--- config.mk ---
export PLATFORM = sky130hd
export DESIGN_NAME = mc_sequencer
export DESIGN_NICKNAME = d
export VERILOG_FILES = /design/src/rtl/mc_sequencer.sv
export SDC_FILE = /design/constraint.sdc
export NUM_CORES = 1
export LEC_CHECK = 0
export CAP_MARGIN = 20
export CORE_MARGIN = 2
export CORE_UTILIZATION = 42
export CTS_CLUSTER_SIZE = 14
export DETAILED_ROUTE_END_ITERATION = 10
export PLACE_DENSITY = 0.8
export SYNTH_ARGS = -nofsm -noshare
export SYNTH_HDL_FRONTEND = slang
export SYNTH_SLANG_ARGS = --single-unit
--- constraint.sdc ---
create_clock -name clk -period 4.29 [get_ports clk]
set_input_delay 0.6435 -clock clk [delete_from_list [all_inputs] [get_ports clk]]
set_output_delay 0.6435 -clock clk [all_outputs]
set_load 0.05 [all_outputs]
--- src/rtl/mc_sequencer.sv ---
// mc_sequencer: multi-cycle control sequencer for a small RV32 core.
// Runs FETCH -> DECODE -> EXEC -> (MEM) -> WB for each instruction.
// It holds the instruction register, program counter and retired count.
// It stops in HALT on a SYSTEM opcode and in TRAP on any error.
//
// Ports:
//   clk, reset           rising-edge clock, async active-high reset
//   imem_req/addr        fetch request and address (addr always equals pc)
//   imem_ready/rdata     fetch completion and returned instruction
//   dmem_req/we          data access request; we=1 for stores
//   dmem_ready           data access completion
//   next_pc              next PC computed by the datapath
//   ir, pc               instruction register and program counter
//   rf_we                register-file write strobe (WB only)
//   state                current FSM encoding
//   halted, trap         terminal status flags
//   instret              retired-instruction counter
module mc_sequencer #(
  parameter int              XLEN     = 32,
  parameter logic [XLEN-1:0] RESET_PC = '0,
  parameter int              TIMEOUT  = 16
) (
  input  logic            clk,
  input  logic            reset,
  output logic            imem_req,
  output logic [XLEN-1:0] imem_addr,
  input  logic            imem_ready,
  input  logic [31:0]     imem_rdata,
  output logic            dmem_req,
  output logic            dmem_we,
  input  logic            dmem_ready,
  input  logic [XLEN-1:0] next_pc,
  output logic [31:0]     ir,
  output logic [XLEN-1:0] pc,
  output logic            rf_we,
  output logic [2:0]      state,
  output logic            halted,
  output logic            trap,
  output logic [31:0]     instret
);

  typedef enum logic [2:0] {
    ST_RST    = 3'd0,
    ST_FETCH  = 3'd1,
    ST_DECODE = 3'd2,
    ST_EXEC   = 3'd3,
    ST_MEM    = 3'd4,
    ST_WB     = 3'd5,
    ST_HALT   = 3'd6,
    ST_TRAP   = 3'd7
  } state_t;

  localparam logic [6:0] OP_REG    = 7'b0110011;
  localparam logic [6:0] OP_IMM    = 7'b0010011;
  localparam logic [6:0] OP_BRANCH = 7'b1100011;
  localparam logic [6:0] OP_JAL    = 7'b1101111;
  localparam logic [6:0] OP_JALR   = 7'b1100111;
  localparam logic [6:0] OP_LUI    = 7'b0110111;
  localparam logic [6:0] OP_AUIPC  = 7'b0010111;
  localparam logic [6:0] OP_LOAD   = 7'b0000011;
  localparam logic [6:0] OP_STORE  = 7'b0100011;
  localparam logic [6:0] OP_SYSTEM = 7'b1110011;

  localparam int WCW = $clog2(TIMEOUT + 1);
  localparam logic [WCW-1:0] WAIT_LAST = WCW'(TIMEOUT - 1);
  localparam logic [31:0] NOP = 32'h0000_0013;

  state_t         state_q;
  state_t         state_nx;
  logic [WCW-1:0] wait_cnt;
  logic [6:0]     opcode;
  logic           wait_expired;
  logic           pc_misaligned;
  logic           fetch_stall;
  logic           mem_stall;

  assign opcode        = ir[6:0];
  // The last allowed wait cycle: one more stall reaches TIMEOUT.
  assign wait_expired  = (wait_cnt == WAIT_LAST);
  assign pc_misaligned = (next_pc[1:0] != 2'b00);
  assign fetch_stall   = (state_q == ST_FETCH) && !imem_ready;
  assign mem_stall     = (state_q == ST_MEM) && !dmem_ready;

  assign imem_addr = pc;
  assign state     = state_q;

  // State register.
  always_ff @(posedge clk or posedge reset) begin
    if (reset) begin
      state_q <= ST_RST;
    end else begin
      state_q <= state_nx;
    end
  end

  // Next-state logic. A ready input in the timeout cycle takes priority over the trap.
  always_comb begin
    state_nx = state_q;
    case (state_q)
      ST_RST:    state_nx = ST_FETCH;
      ST_FETCH: begin
        if (imem_ready)        state_nx = ST_DECODE;
        else if (wait_expired) state_nx = ST_TRAP;
      end
      ST_DECODE: begin
        case (opcode)
          OP_REG, OP_IMM, OP_BRANCH, OP_JAL, OP_JALR,
          OP_LUI, OP_AUIPC, OP_LOAD, OP_STORE: state_nx = ST_EXEC;
          OP_SYSTEM:                           state_nx = ST_HALT;
          default:                             state_nx = ST_TRAP;
        endcase
      end
      ST_EXEC: begin
        if (opcode == OP_LOAD || opcode == OP_STORE) state_nx = ST_MEM;
        else                                         state_nx = ST_WB;
      end
      ST_MEM: begin
        if (dmem_ready)        state_nx = ST_WB;
        else if (wait_expired) state_nx = ST_TRAP;
      end
      ST_WB: begin
        if (pc_misaligned) state_nx = ST_TRAP;
        else               state_nx = ST_FETCH;
      end
      ST_HALT:   state_nx = ST_HALT;
      ST_TRAP:   state_nx = ST_TRAP;
      default:   state_nx = ST_TRAP;
    endcase
  end

  // Architectural registers and the handshake wait counter.
  // The counter runs only while a request stalls, so it is zero on every FETCH/MEM entry.
  always_ff @(posedge clk or posedge reset) begin
    if (reset) begin
      pc       <= RESET_PC;
      ir       <= NOP;
      instret  <= '0;
      wait_cnt <= '0;
    end else begin
      if (state_q == ST_FETCH && imem_ready) begin
        ir <= imem_rdata;
      end
      if (state_q == ST_WB && !pc_misaligned) begin
        pc      <= next_pc;
        instret <= instret + 32'd1;
      end
      if (fetch_stall || mem_stall) begin
        wait_cnt <= wait_cnt + 1'b1;
      end else begin
        wait_cnt <= '0;
      end
    end
  end

  // Output decode. The only input that reaches an output is next_pc.
  // It suppresses the write strobe in an instruction that is about to trap on a misaligned target.
  always_comb begin
    imem_req = 1'b0;
    dmem_req = 1'b0;
    dmem_we  = 1'b0;
    rf_we    = 1'b0;
    halted   = 1'b0;
    trap     = 1'b0;
    case (state_q)
      ST_FETCH: imem_req = 1'b1;
      ST_MEM: begin
        dmem_req = 1'b1;
        dmem_we  = (opcode == OP_STORE);
      end
      ST_WB: begin
        rf_we = (opcode != OP_STORE) && (opcode != OP_BRANCH) &&
                (ir[11:7] != 5'd0) && !pc_misaligned;
      end
      ST_HALT: halted = 1'b1;
      ST_TRAP: trap   = 1'b1;
      default: ;
    endcase
  end

endmodule
==> run summary <==
The flow ran to the end, and the final reports show no timing, DRC or antenna violations. Synthesis produced a netlist with a net count of 438. Subtracting the final worst setup slack from the clock period gives 3240 ps.

Row count: 38. The fraction of the yosys area taken by sequential cells is 0.559, and the number of global-route vias before repair is 3437. The tools report the die footprint as 11900 sq um.

The clock root buffer master is sky130_fd_sc_hd__clkbuf_8. Compared with the post-synthesis result, the final layout area differs by 45.6%. The number of synthesized flops with an enable pin is 0, and the cell area after technology mapping is 4660 sq um. The number of clock buffers added by TritonCTS is 9.

Register bit count reported by yosys: 104. In the final routed layout, each cell accounts on average for 16.1 microns. The worst hold path class is reg2reg. VDD sags by at most 183 uV. The run gives 2590 ps as the data arrival time of the critical path. The detailed router finished its first iteration with 76 violations.

After filler insertion, the fill cell instance count of the layout stands at 870. The critical path start-end classification was in2out. The final-report hold violation count was 0. The static leakage is 2.96 nW. Setup repair after global routing left no endpoint under its margin. Yosys attributes the largest share of cell area to sky130_fd_sc_hd__dfrtp_1 (54%), sky130_fd_sc_hd__mux2_2 (15%), sky130_fd_sc_hd__buf_4 (5.2%), sky130_fd_sc_hd__xnor2_1 (4.5%), sky130_fd_sc_hd__nand4_1 (1.7%). The number of antenna violations at the first check in global routing is 0, and the tightest slew margin relative to the limit is 0.352. For the post-cts repair resize count, the log shows 0. Routability-driven placement finished with a final weighted congestion of 0.782. For this design the total switching power over the nets is 0.000698 W.

Type of element launching the critical path: a primary input. The period utilization was 0.755. For the portion of total power attributed to sequential cells, the log shows 0.491. The tools report the largest net degree at the start of global routing as 82.

The count of mapped cells out of synthesis is 367, and the count of buffers from port buffering is 204. For this run, the detailed router's first-pass iteration total came to 4. The horizontal extent of the die is 109 microns, and the wire length of the first global-routing pass is 17400 microns. The share of synthesized registers carrying an async set or reset is 1.00, and the number of levels the H-tree was split into is 3. 205 I/O pins were placed.

Once placement finished, the instance area stood at 6590 sq um. The number of synthesis warnings came out at 0. The tool flagged a number of max-cap violations equal to 0. The core region is 10800 sq um. After synthesis, the netlist uses 45 different library cells.

After clock tree synthesis, the clock-pin slew on the worst setup and hold paths is 90 ps. The number of nets still failing antenna checks after routing was 0; the power density of the placed cells was 318 nW/um^2. The initial core utilization came out at 0.430. The routed via count divided by cell count was 4.92.

The final global-route overflow total was 0. STA classifies the critical path endpoint as an output port. The logs give 360 ps for the clock insertion delay at the later pin of the skew report and 3650 ps for the data required time at the worst endpoint.

The placed wire-length estimate after detailed placement was 8200 microns; the number of buffers on the longest clock path was 2. The total length of routed wires is 11000 microns, and the setup fix buffers added after clock tree synthesis is 0. The number of antenna diodes in the final layout is 0. TritonCTS built the clock tree. The final-report max-slew violation count was 0; the total DRC errors in the routed layout was 0. The fraction of layout cells with a size suffix above 1 was 0.170. The logs give 0.252 for the clock share of power and 0 ps for the sum of negative setup slack. The total of hold buffers inserted after clock tree synthesis is 0, and the largest fanout of any net on the critical path is 8.

Hold timing on the final database bottoms out at a slack of 466 ps. Layout net count: 612. In this run, placement finished with an instance count of 669. After routing the design area is 6780 sq um. Excluding fillers, the count of instances in the completed layout stands at 686.

The share of total power consumed by net switching came out at 0.324. The most used flip-flop cell after synthesis is sky130_fd_sc_hd__dfrtp_1. Of all cell types, the one taking the most synthesized area is sky130_fd_sc_hd__dfrtp_1. On the final layout, the worst clock skew is 8.00 ps. The share of the synthesized area in the top cell type came out at 0.543.

The vertical die dimension was 109 microns. The fraction of power consumed by combinational cells is 0.257, and the routed via count is 3375. The slew of the pin with the lowest slew margin works out to 970 ps. Setup violations remaining at the end of the flow were counted as 0.

The global-route usage over all layers was 0.190; the mean instance size in the synthesized netlist was 12.7 sq um. For the cell internal power dissipation, the log shows 0.00146 W. The run gives 104 as the clock sink count.

The top achievable clock speed was 309 MHz.
worst max-delay path, stage by stage:
cell and delay, ps:
sky130_fd_sc_hd__clkdlybuf4s50_1 430, sky130_fd_sc_hd__nand4bb_4 320, sky130_fd_sc_hd__nor4_1 330, sky130_fd_sc_hd__clkdlybuf4s50_1 860
final cells by class:
cell class / count / area, sq um / area share
Sequential cell: 104 / 2610 / 0.384
Clock inverter: 4 / 20.0 / 0.00295
Inverter: 6 / 25.0 / 0.00369
Multi-Input combinational cell: 212 / 1720 / 0.253
Clock buffer: 12 / 145 / 0.0214
Tap cell: 140 / 175 / 0.0258
Timing Repair Buffer: 208 / 2090 / 0.308
cell usage in the layout, fill, tap and decap left out, types with 5 or more instances in the layout:
cell type                         synthesis  layout
sky130_fd_sc_hd__xor2_1                   9       9
sky130_fd_sc_hd__and3_1                   8       8
sky130_fd_sc_hd__nand4_1                 13      13
sky130_fd_sc_hd__inv_1                    6       5
sky130_fd_sc_hd__dfrtp_1                101     101
sky130_fd_sc_hd__clkdlybuf4s50_1          0     204
sky130_fd_sc_hd__mux2_2                  63      63
sky130_fd_sc_hd__xnor2_1                 24      24
sky130_fd_sc_hd__clkbuf_8                 0      10
sky130_fd_sc_hd__nand2_1                 14      14
sky130_fd_sc_hd__nand3_1                 12      12
sky130_fd_sc_hd__nor2_1                  21      21
cells in the mapped netlist (3+ instances only):
cell type	count
sky130_fd_sc_hd__a21oi_1	3
sky130_fd_sc_hd__and3_1	8
sky130_fd_sc_hd__buf_2	3
sky130_fd_sc_hd__buf_4	32
sky130_fd_sc_hd__buf_6	3
sky130_fd_sc_hd__clkbuf_1	7
sky130_fd_sc_hd__dfrtp_1	101
sky130_fd_sc_hd__dfstp_2	3
sky130_fd_sc_hd__ha_1	3
sky130_fd_sc_hd__inv_1	6
sky130_fd_sc_hd__mux2_2	63
sky130_fd_sc_hd__nand2_1	14
sky130_fd_sc_hd__nand3_1	12
sky130_fd_sc_hd__nand4_1	13
sky130_fd_sc_hd__nand4b_1	3
sky130_fd_sc_hd__nor2_1	21
sky130_fd_sc_hd__nor3_1	4
sky130_fd_sc_hd__nor3b_1	3
sky130_fd_sc_hd__nor4_1	3
sky130_fd_sc_hd__xnor2_1	24
sky130_fd_sc_hd__xor2_1	9
sequential cells by signal, indices dropped and copies added (netlist names):
name	flops
state	3
imem_addr	32
wait_cnt	5
instret	32
ir	32
power groups by stage:
stage / Combinational (W) / Clock [W] / Sequential [W]
2_1_floorplan: 0.000227 / 0 / 0.00122
3_3_place_gp: 0.000549 / 0 / 0.00107
3_5_place_dp: 0.000556 / 0 / 0.00108
4_1_cts: 0.000557 / 0.000562 / 0.00106
5_1_grt: 0.000577 / 0.000604 / 0.00106
6_report: 0.000555 / 0.000542 / 0.00106
layer usage:
| metal | up-vias | routed length (microns) | share of wire | GRT usage |
|---|---|---|---|---|
| met2 | 133 | 5440 | 0.49 | 0.314 |
| li1 | 1589 | - | - | - |
| met1 | 1637 | 4430 | 0.40 | 0.232 |
| met4 | 0 | 184 | 0.017 | 0.0624 |
| met5 | - | 0 | 0 | 0 |
| met3 | 16 | 960 | 0.087 | 0.0682 |
logic make-up after synthesis:
family                     synth area share
AOI/OAI and AO/OA                    0.0145
adders and majority gates           0.00806
xor gates and xnor gates             0.0620
and+or+nand+nor                       0.131
DFF                                   0.559
muxes                                 0.152
buffers and inverters                0.0725
path summary, 6_finish.rpt:
check / start / end / slack, ps / depth (start not counted)
hold / removal: wait_cnt[0] / wait_cnt[0] / 470 / 1
hold reg to reg: wait_cnt[0] / wait_cnt[0] / 470 / 1
min in group asynchronous: reset / instret[26] / 630 / 2
setup / recovery: next_pc[1] / rf_we / 1050 / 4
max in group asynchronous: reset / imem_addr[3] / 2850 / 4
setup reg to reg: state[0] / imem_addr[27] / 2070 / 3
stage by stage:
step	total power (W)	worst slack [ps]	util
after detailed placement	0.00163	1080	0.608
after global routing	0.00225	936	0.626
after floorplan	0.00144	919	-
final	0.00215	1050	0.626
after global placement	0.00162	1110	0.608
after CTS	0.00218	1060	0.623
No activity file was read; power rests on OpenSTA's default activity.
